[config.mk]
export PLATFORM = sky130hd
export DESIGN_NAME = cmp_tally
export DESIGN_NICKNAME = d
export VERILOG_FILES = /design/src/rtl/cmp_tally.sv
export SDC_FILE = /design/constraint.sdc
export NUM_CORES = 1
export LEC_CHECK = 0
export ABC_AREA = 1
export BUFFER_PORTS_ARGS = -buffer_cell sky130_fd_sc_hd__buf_2
export CORE_MARGIN = 3
export CORE_UTILIZATION = 44
export DETAILED_ROUTE_END_ITERATION = 8
export GPL_TIMING_DRIVEN = 0
export HOLD_SLACK_MARGIN = 0.1
export PLACE_DENSITY = 0.76
export SLEW_MARGIN = 25
export SYNTH_ARGS = -nofsm -noshare
export SYNTH_HDL_FRONTEND = slang
export SYNTH_SLANG_ARGS = --single-unit
[constraint.sdc]
create_clock -name clk -period 3.5 [get_ports clk]
set_input_delay 0.175 -clock clk [delete_from_list [all_inputs] [get_ports clk]]
set_output_delay 0.175 -clock clk [all_outputs]
set_load 0.1 [all_outputs]
[src/rtl/cmp_tally.sv]
// rtl/cmp_tally.sv - windowed tally of one-hot comparator results with dominance verdict
// Optional feature macro: CMP_TALLY_STREAK_EN (adds max_streak output and run tracking)

module cmp_tally #(
    parameter int WINDOW = 8,
    parameter int CNT_W  = 4
) (
    input  logic             clk,
    input  logic             rst_n,
    input  logic             in_valid,
    output logic             in_ready,
    input  logic             lt,
    input  logic             eq,
    input  logic             grt,
    output logic             out_valid,
    input  logic             out_ready,
    output logic [CNT_W-1:0] lt_cnt,
    output logic [CNT_W-1:0] eq_cnt,
    output logic [CNT_W-1:0] grt_cnt,
    output logic [1:0]       verdict,
`ifdef CMP_TALLY_STREAK_EN
    output logic             err,
    output logic [CNT_W-1:0] max_streak
`else
    output logic             err
`endif
);

    localparam logic S_COLLECT = 1'b0;
    localparam logic S_REPORT  = 1'b1;

    localparam logic [CNT_W-1:0] LAST_IDX = CNT_W'(WINDOW - 1);

    localparam logic [1:0] V_EQ  = 2'b00;
    localparam logic [1:0] V_LT  = 2'b01;
    localparam logic [1:0] V_GRT = 2'b10;
    localparam logic [1:0] V_TIE = 2'b11;

    logic             r_state;
    logic [CNT_W-1:0] r_idx;
    logic [CNT_W-1:0] r_lt_cnt;
    logic [CNT_W-1:0] r_eq_cnt;
    logic [CNT_W-1:0] r_grt_cnt;
    logic [1:0]       r_verdict;
    logic             r_err;

    logic             w_accept;
    logic             w_legal;
    logic             w_last;
    logic             w_release;
    logic [CNT_W-1:0] w_lt_nxt;
    logic [CNT_W-1:0] w_eq_nxt;
    logic [CNT_W-1:0] w_grt_nxt;
    logic [1:0]       w_verdict_nxt;

    // Gating with rst_n keeps in_ready low for the whole reset assertion,
    // without needing an extra register that would delay the first accept.
    assign in_ready  = rst_n & (r_state == S_COLLECT);
    assign out_valid = (r_state == S_REPORT);

    assign w_accept  = in_valid & in_ready;
    assign w_legal   = ({lt, eq, grt} == 3'b100) || ({lt, eq, grt} == 3'b010) ||
                       ({lt, eq, grt} == 3'b001);
    assign w_last    = w_accept && (r_idx == LAST_IDX);
    assign w_release = (r_state == S_REPORT) && out_ready;

    // Counts including the sample being accepted now, so the verdict sees the final window
    assign w_lt_nxt  = r_lt_cnt  + CNT_W'(w_accept & w_legal & lt);
    assign w_eq_nxt  = r_eq_cnt  + CNT_W'(w_accept & w_legal & eq);
    assign w_grt_nxt = r_grt_cnt + CNT_W'(w_accept & w_legal & grt);

    // Dominance: a strict winner gets its code, anything else (incl. all-zero) is a tie
    always_comb begin
        w_verdict_nxt = V_TIE;
        if ((w_lt_nxt > w_eq_nxt) && (w_lt_nxt > w_grt_nxt)) begin
            w_verdict_nxt = V_LT;
        end else if ((w_grt_nxt > w_lt_nxt) && (w_grt_nxt > w_eq_nxt)) begin
            w_verdict_nxt = V_GRT;
        end else if ((w_eq_nxt > w_lt_nxt) && (w_eq_nxt > w_grt_nxt)) begin
            w_verdict_nxt = V_EQ;
        end
    end

    // Two-state control: collect WINDOW samples, then hold the report until taken
    always_ff @(posedge clk or negedge rst_n) begin
        if (!rst_n) begin
            r_state <= S_COLLECT;
        end else if (r_state == S_COLLECT) begin
            if (w_last) begin
                r_state <= S_REPORT;
            end
        end else if (out_ready) begin
            r_state <= S_COLLECT;
        end
    end

    // Window counters and sticky error; cleared when the report is consumed
    always_ff @(posedge clk or negedge rst_n) begin
        if (!rst_n) begin
            r_idx     <= '0;
            r_lt_cnt  <= '0;
            r_eq_cnt  <= '0;
            r_grt_cnt <= '0;
            r_err     <= 1'b0;
        end else if (w_release) begin
            r_idx     <= '0;
            r_lt_cnt  <= '0;
            r_eq_cnt  <= '0;
            r_grt_cnt <= '0;
            r_err     <= 1'b0;
        end else if (w_accept) begin
            r_idx     <= r_idx + 1'b1;
            r_lt_cnt  <= w_lt_nxt;
            r_eq_cnt  <= w_eq_nxt;
            r_grt_cnt <= w_grt_nxt;
            if (!w_legal) begin
                r_err <= 1'b1;
            end
        end
    end

    // Verdict is captured once, on the accept that completes the window
    always_ff @(posedge clk or negedge rst_n) begin
        if (!rst_n) begin
            r_verdict <= V_EQ;
        end else if (w_last) begin
            r_verdict <= w_verdict_nxt;
        end
    end

    assign lt_cnt  = r_lt_cnt;
    assign eq_cnt  = r_eq_cnt;
    assign grt_cnt = r_grt_cnt;
    assign verdict = r_verdict;
    assign err     = r_err;

`ifdef CMP_TALLY_STREAK_EN
    // Previous-result code: 00 means no run in progress (after reset, clear or malformed)
    localparam logic [1:0] P_NONE = 2'b00;

    logic [1:0]       r_prev;
    logic [CNT_W-1:0] r_run;
    logic [CNT_W-1:0] r_max;
    logic [1:0]       w_cur;
    logic [CNT_W-1:0] w_run_nxt;

    assign w_cur     = lt ? 2'b01 : (grt ? 2'b10 : 2'b11);
    assign w_run_nxt = (w_cur == r_prev) ? (r_run + 1'b1) : CNT_W'(1);

    // Run tracking: same legal result extends the run, malformed breaks it
    always_ff @(posedge clk or negedge rst_n) begin
        if (!rst_n) begin
            r_prev <= P_NONE;
            r_run  <= '0;
            r_max  <= '0;
        end else if (w_release) begin
            r_prev <= P_NONE;
            r_run  <= '0;
            r_max  <= '0;
        end else if (w_accept) begin
            if (w_legal) begin
                r_prev <= w_cur;
                r_run  <= w_run_nxt;
                if (w_run_nxt > r_max) begin
                    r_max <= w_run_nxt;
                end
            end else begin
                r_prev <= P_NONE;
                r_run  <= '0;
            end
        end
    end

    assign max_streak = r_max;
`endif

endmodule

Yosys cells after proc, flatten, opt, wreduce, memory -nomap -nowiden
Index checks and enable logic that the tools add are counted.
{"block": "word_totals", "output_inout_bits": 17, "word_cells": 55, "inputBits": 7, "regBits": 20}
{"block": "classes", "reduce_logical": 9, "add_sub_neg": 4, "n_mux": 17, "eq_ne": 5, "bitwise": 7, "n_lt_le_gt_ge": 6}
{"operator": "$mux W4", "count": 8}
{"operator": "$gt A4 B4 Y1", "count": 6}
{"operator": "$add A4 B4 Y4", "count": 2}
{"operator": "$and A4 B1 Y4", "count": 2}
{"operator": "$mux W1", "count": 6}
{"operator": "$mux W2", "count": 3}
{"operator": "$logic_and A1 B1 Y1", "count": 5}
{"operator": "$add A4 B1 Y4", "count": 1}
{"operator": "$add A4 B1 Y4 const B", "count": 1}
{"operator": "$and A1 B1 Y1", "count": 4}
{"operator": "$eq A4 B3 Y1 const B", "count": 1}
{"operator": "$eq A3 B1 Y1 const B", "count": 1}
{"operator": "$eq A3 B2 Y1 const B", "count": 1}
{"operator": "$eq A3 B3 Y1 const B", "count": 1}
{"operator": "$logic_or A1 B1 Y1", "count": 2}
{"operator": "$ne A2 B1 Y1 const B", "count": 1}
{"operator": "$reduce_and A2 Y1", "count": 1}
{"operator": "$reduce_bool A2 Y1", "count": 1}
{"operator": "$not A1 Y1", "count": 1}

Depth between registers and ports, before layout
{"block": "logic_depth", "ltp_word": 11, "depth_mapped": 21, "ltp_nobuf": 21}

Worst setup path before layout
Ideal clock, no wire load.
{"block": "synth_path", "path_kind": "reg2reg", "startpoint": "register r_state (netlist: out_valid)", "endpoint": "register r_verdict[0] (netlist: verdict[0])", "path_slack_ns": -1.056, "synth_period_minus_slack_ns": 4.556, "required_time_ns": 3.380, "path_stages_with_launch": 20, "setup_time_ns": 0.120, "arrival_ns": 4.436, "cell_sequence": "dfrtp_1 > nor2_1 > nand2_1 > buf_2 > buf_2 > nor2_1 > ha_1 > nand3_1 > nand2_1 > nand2_1 > ha_1 > nand2_1 > inv_1 > or2_2 > nor2_1 > nand2_1 > inv_2 > nand2_1 > nand3_1 > nand2_1"}
{"block": "synth_between", "elab_chain_cells": 11, "elab_cells_between_ends": 23, "cone_classes": "add/sub (3); order compare (6); mux (3); bitwise (7); reduce/logical (4)"}
{"item": "from (decl)", "line_no": "39", "rtl": "logic r_state;"}
{"item": "from (signal assigned)", "line_no": "87", "rtl": "r_state <= S_COLLECT;"}
{"item": "from (signal assigned)", "line_no": "90", "rtl": "r_state <= S_REPORT;"}
{"item": "from (signal assigned)", "line_no": "93", "rtl": "r_state <= S_COLLECT;"}
{"item": "$not A1 Y1 (*)"}
{"item": "$and A1 B1 Y1 (*)", "line_no": "58", "rtl": "assign in_ready = rst_n & (r_state == S_COLLECT);"}
{"item": "net in_ready", "line_no": "11", "rtl": "output logic in_ready,"}
{"item": "$and A1 B1 Y1 (*)", "line_no": "61", "rtl": "assign w_accept = in_valid & in_ready;"}
{"item": "$and A1 B1 Y1", "line_no": "68, 69, 70"}
{"item": "$and A4 B1 Y4, or another cell as far along", "line_no": "69", "rtl": "assign w_eq_nxt = r_eq_cnt + CNT_W'(w_accept & w_legal & eq);"}
{"item": "$add A4 B4 Y4, or another cell as far along", "line_no": "69"}
{"item": "$gt A4 B4 Y1", "line_no": "79", "rtl": "end else if ((w_eq_nxt > w_lt_nxt) && (w_eq_nxt > w_grt_nxt)) begin"}
{"item": "$logic_and A1 B1 Y1", "line_no": "79"}
{"item": "$mux W2", "line_no": "79"}
{"item": "$mux W2", "line_no": "77", "rtl": "end else if ((w_grt_nxt > w_lt_nxt) && (w_grt_nxt > w_eq_nxt)) begin"}
{"item": "$mux W2", "line_no": "75", "rtl": "if ((w_lt_nxt > w_eq_nxt) && (w_lt_nxt > w_grt_nxt)) begin"}
{"item": "to (signal assigned)", "line_no": "127", "rtl": "r_verdict <= w_verdict_nxt;"}
{"item": "to (decl)", "line_no": "44", "rtl": "logic [1:0] r_verdict;"}
The timed path passes the listed nets; every way through them passes the cells marked *.
A chain may end at the register's enable or synchronous reset.

Worst setup path after layout
{"block": "layout_path", "startpoint": "register r_state (netlist: out_valid)", "endpoint": "register r_verdict[0] (netlist: verdict[0])"}
{"block": "layout_between", "elab_chain_cells": 11, "elab_cells_between_ends": 23, "cone_classes": "add/sub (3); order compare (6); mux (3); bitwise (7); reduce/logical (4)"}
{"item": "$not A1 Y1 (*)"}
{"item": "$and A1 B1 Y1 (*)", "line_no": "58"}
{"item": "$and A1 B1 Y1 (*)", "line_no": "61"}
{"item": "$and A1 B1 Y1", "line_no": "68, 69, 70"}
{"item": "$and A4 B1 Y4, or another cell as far along", "line_no": "69"}
{"item": "$add A4 B4 Y4, or another cell as far along", "line_no": "69"}
{"item": "$gt A4 B4 Y1", "line_no": "79"}
{"item": "$logic_and A1 B1 Y1", "line_no": "79"}
{"item": "$mux W2", "line_no": "79"}
{"item": "$mux W2", "line_no": "77"}
{"item": "$mux W2", "line_no": "75"}
Mark *: on every way between the ends. The rest lies on a longest branch, timed or not.

==> results by group <==
Power
  – Reg power frac: 0.226
  – Max IR drop VDD: 0.000401 V
  – Sw frac: 0.576
  – Lkg Pwr: 0.00107 uW
  – Clock power frac: 0.113
  – P_sw: just under 1000 uW
  – Comb pwr share: 0.661
  – Pint: 719 uW
  – PwrDens: 919 nW/um^2

Logic synthesis
  – Register bit total from synthesis: 20
  – Count leader, synth: nand2_1
  – Number of synthesized flops with an enable pin: 0
  – Post-Syn Instances: 222
  – Synth area leader: dfrtp_1
  – Synth unique cells: 24
  – Syn Nets: roughly 240
  – Synth top area share: 0.327
  – Post-synthesis sequential area ratio: 0.327
  – Ys async rst share: 1.00
  – Post-synth top cells: 75 x nand2_1, 29 x inv_1, 20 x dfrtp_1
  – Synth top area cells: dfrtp_1 33%, nand2_1 18%, ha_1 11%
  – Yosys warnings: 0
  – Top_reg_cell synth: dfrtp_1
  – Synthesized area per cell: 6.89 um^2
  – Cell area after synthesis: 1530 um^2

Critical path
  – WS Path Type: reg2reg
  – Critical path launch point type: register
  – Most frequent CP cell: nand2_1
  – Slowest cell on crit path: dfrtp_2
  – Critical Path RT: 3.76 ns
  – Critical-path cell list: nor2_4, nand2_1, buf_2, buf_2, nor2_1, ha_2, nand3_1, nand2_1, nand2_1, ha_1, nand2_1, inv_1, or2_2, o22ai_1, nor2_1, nand2_1, nand3_1, nand2_1
  – Crit-path max cell delay: 0.45 ns
  – Setup crit end kind: register
  – Worst Path Max Fanout: 10
  – Arrival time worst endpoint: ~3.2 ns

STA
  – Slew Limit Fails: 0
  – Final Hold Vio Count: 0
  – Setup violators final: 0
  – RSZ-0062 raised after global routing: false
  – Final Cycle Share: 0.826
  – Slew headroom: 0.660
  – Fin Clk Skew: 0.00807 ns
  – Maximum clock frequency: 346 MHz
  – Final setup TNS: 0 ns
  – Min Clock Period, post-route: 2.89 ns
  – Slew @ Worst Pin: 0.509 ns

Floorplan
  – Die width: 65.0 um
  – Core Area: roughly 3200 um^2
  – Num rows: 20
  – Chip Height: between 60 and 70 um
  – Die area: between 4000 and 5000 um^2
  – Initial Util: 0.481
  – IO Count: 24

Placement
  – HPWL Detailed: 2560 um
  – Number of placed cells counting well taps: 289
  – Port Buffer Count: 23
  – Placer Congestion: 0.909

Clock tree
  – CTS tree: built
  – Clock sinks: 20
  – Root Driver: clkbuf_4
  – Clock tree buffer depth: 2
  – Total CTS buffers: 3
  – H-tree depth: 1
  – Clk slew on worst S/H paths: between 0.1 and 0.15 ns
  – Clk_lat worst skew: 0.31 ns
  – Post-CTS Setup Bufs: 0

Cells and area
  – Net count, final: 276
  – Diode count: 0
  – Area delta synth->final: 20.7%
  – Layout Cells excl Fill: 298
  – Layout cell share with drive strength beyond 1: 0.209

Drt
  – Via Count: roughly 1,500
  – DR WL/cell: between 10 and 15 um
  – ANT nets after route: 0
  – Drt pass-1 iters: 4
  – Wirelength, routed: 3430 um
  – Via/cell ratio: a little under 5
  – 1st-iter DRT viols: 90
  – DR DRC count: 0

Global route
  – Largest net degree at the start of global routing: 22
  – Vias in the first global route: between 1,000 and 1,500
  – First-pass GRT wire length: ~5700 um
  – Gr usage total: 0.170
  – Remaining Overflow, GRT: 0
  – Antenna violations before repair: 0

Flow run
  – Max-cap violations: 0

Worst hold path
  – Min-Delay Path Class: in2reg

Run status
  – Outcome: finished, final reports clean
-- per-stage QoR --
stage | worst slack [ns] | area (um^2) | hold slack [ns] | total power [uW] | util
after floorplan | 0.0849 | 1540 | -0.121 | 1310 | -
final | 0.610 | 1850 | 0.338 | 1700 | 0.581
after CTS | 0.0436 | 1780 | 0.332 | 1700 | 0.561
after detailed placement | 0.235 | 1710 | 0.152 | 1500 | 0.538
after global placement | 0.287 | 1710 | 0.154 | 1480 | 0.538
after global routing | 0.284 | 1850 | 0.405 | 1840 | 0.581
-- final cells by class --
class / instances / area, um^2
Sequential cell: 20 / 502
Clock inverter: 1 / 30.0
Buffer: 3 / 13.8
Fill cell: 311 / 1330
Timing Repair Buffer: 28 / 198
Inverter: 35 / 134
Clock buffer: 3 / 22.5
Multi-Input combinational cell: 164 / 892
Tap cell: 44 / 55.1
-- logic make-up after synthesis --
| logic type | synth area share |
|---|---|
| AO/OA/AOI/OAI | 0.0785 |
| XOR/XNOR | 0.0114 |
| adder cells (fa/ha/maj) | 0.114 |
| buffers and inverters | 0.0965 |
| flip-flops | 0.327 |
| AND/OR/NAND/NOR | 0.372 |
-- worst max-delay path: cells and delay by family (launching register included) --
family | cells | cell delay [ns]
AOI/OAI and AO/OA | 1 | 0.17
adders and majority gates | 2 | 0.55
buffers and inverters | 3 | 0.43
DFF | 1 | 0.45
and+or+nand+nor | 12 | 1.24
-- final timing paths --
| check | from | to | slack, ns | depth (start not counted) |
|---|---|---|---|---|
| worst min-delay path | in_valid | r_idx[2]$_DFFE_PN0P_ | 0.34 | 4 |
| worst max-delay path | out_valid$_DFF_PN0_ | verdict[0]$_DFFE_PN0P_ | 0.61 | 18 |
| worst min register to register | verdict[1]$_DFFE_PN0P_ | verdict[1]$_DFFE_PN0P_ | 0.50 | 2 |
| worst max register to register | out_valid$_DFF_PN0_ | verdict[0]$_DFFE_PN0P_ | 0.61 | 18 |
| min in group asynchronous | rst_n | r_idx[2]$_DFFE_PN0P_ | 0.55 | 3 |
| max in group asynchronous | rst_n | out_valid$_DFF_PN0_ | 2.54 | 3 |
-- registers in the layout, summed over array words and instances, names as in the netlist --
register   count
out_valid      1
eq_cnt         4
grt_cnt        4
err            1
r_idx          4
lt_cnt         4
verdict        2
-- per-layer routing --
metal  wire length (um)  share of wire  GRT usage
met3                194          0.057     0.0381
met5                  0              0          0
met1               1570           0.46      0.218
met4                 34         0.0099     0.0290
met2               1630           0.48      0.295
-- layout by cell type (no fill, tap or decap), drive strengths merged --
master	n
dlymetal6s4s	1
clkinv	2
nand2	84
bufinv	1
clkbuf	5
dfrtp	20
o22ai	7
o21ai	8
nor3	1
and3b	1
nor2	10
nand4	7
nand3	21
dlygate4sd3	3
xnor2	2
buf	25
a21oi	5
inv	33
and2	2
ha	14
or2	1
o21a	1
-- power groups by stage --
stage	logic, uW	registers [uW]	clock network (uW)
final	1120	383	192
after global routing	1230	396	207
after CTS	1120	382	197
after detailed placement	1110	387	0
after global placement	1100	385	0
after floorplan	520	786	0
-- timing repair --
action,4_1_cts,5_1_grt
hold endpoints to repair,21,20
resized for setup,0,7
endpoints found under the setup margin,0,2
hold buffers,2,2
No activity file was read; power rests on OpenSTA's default activity.
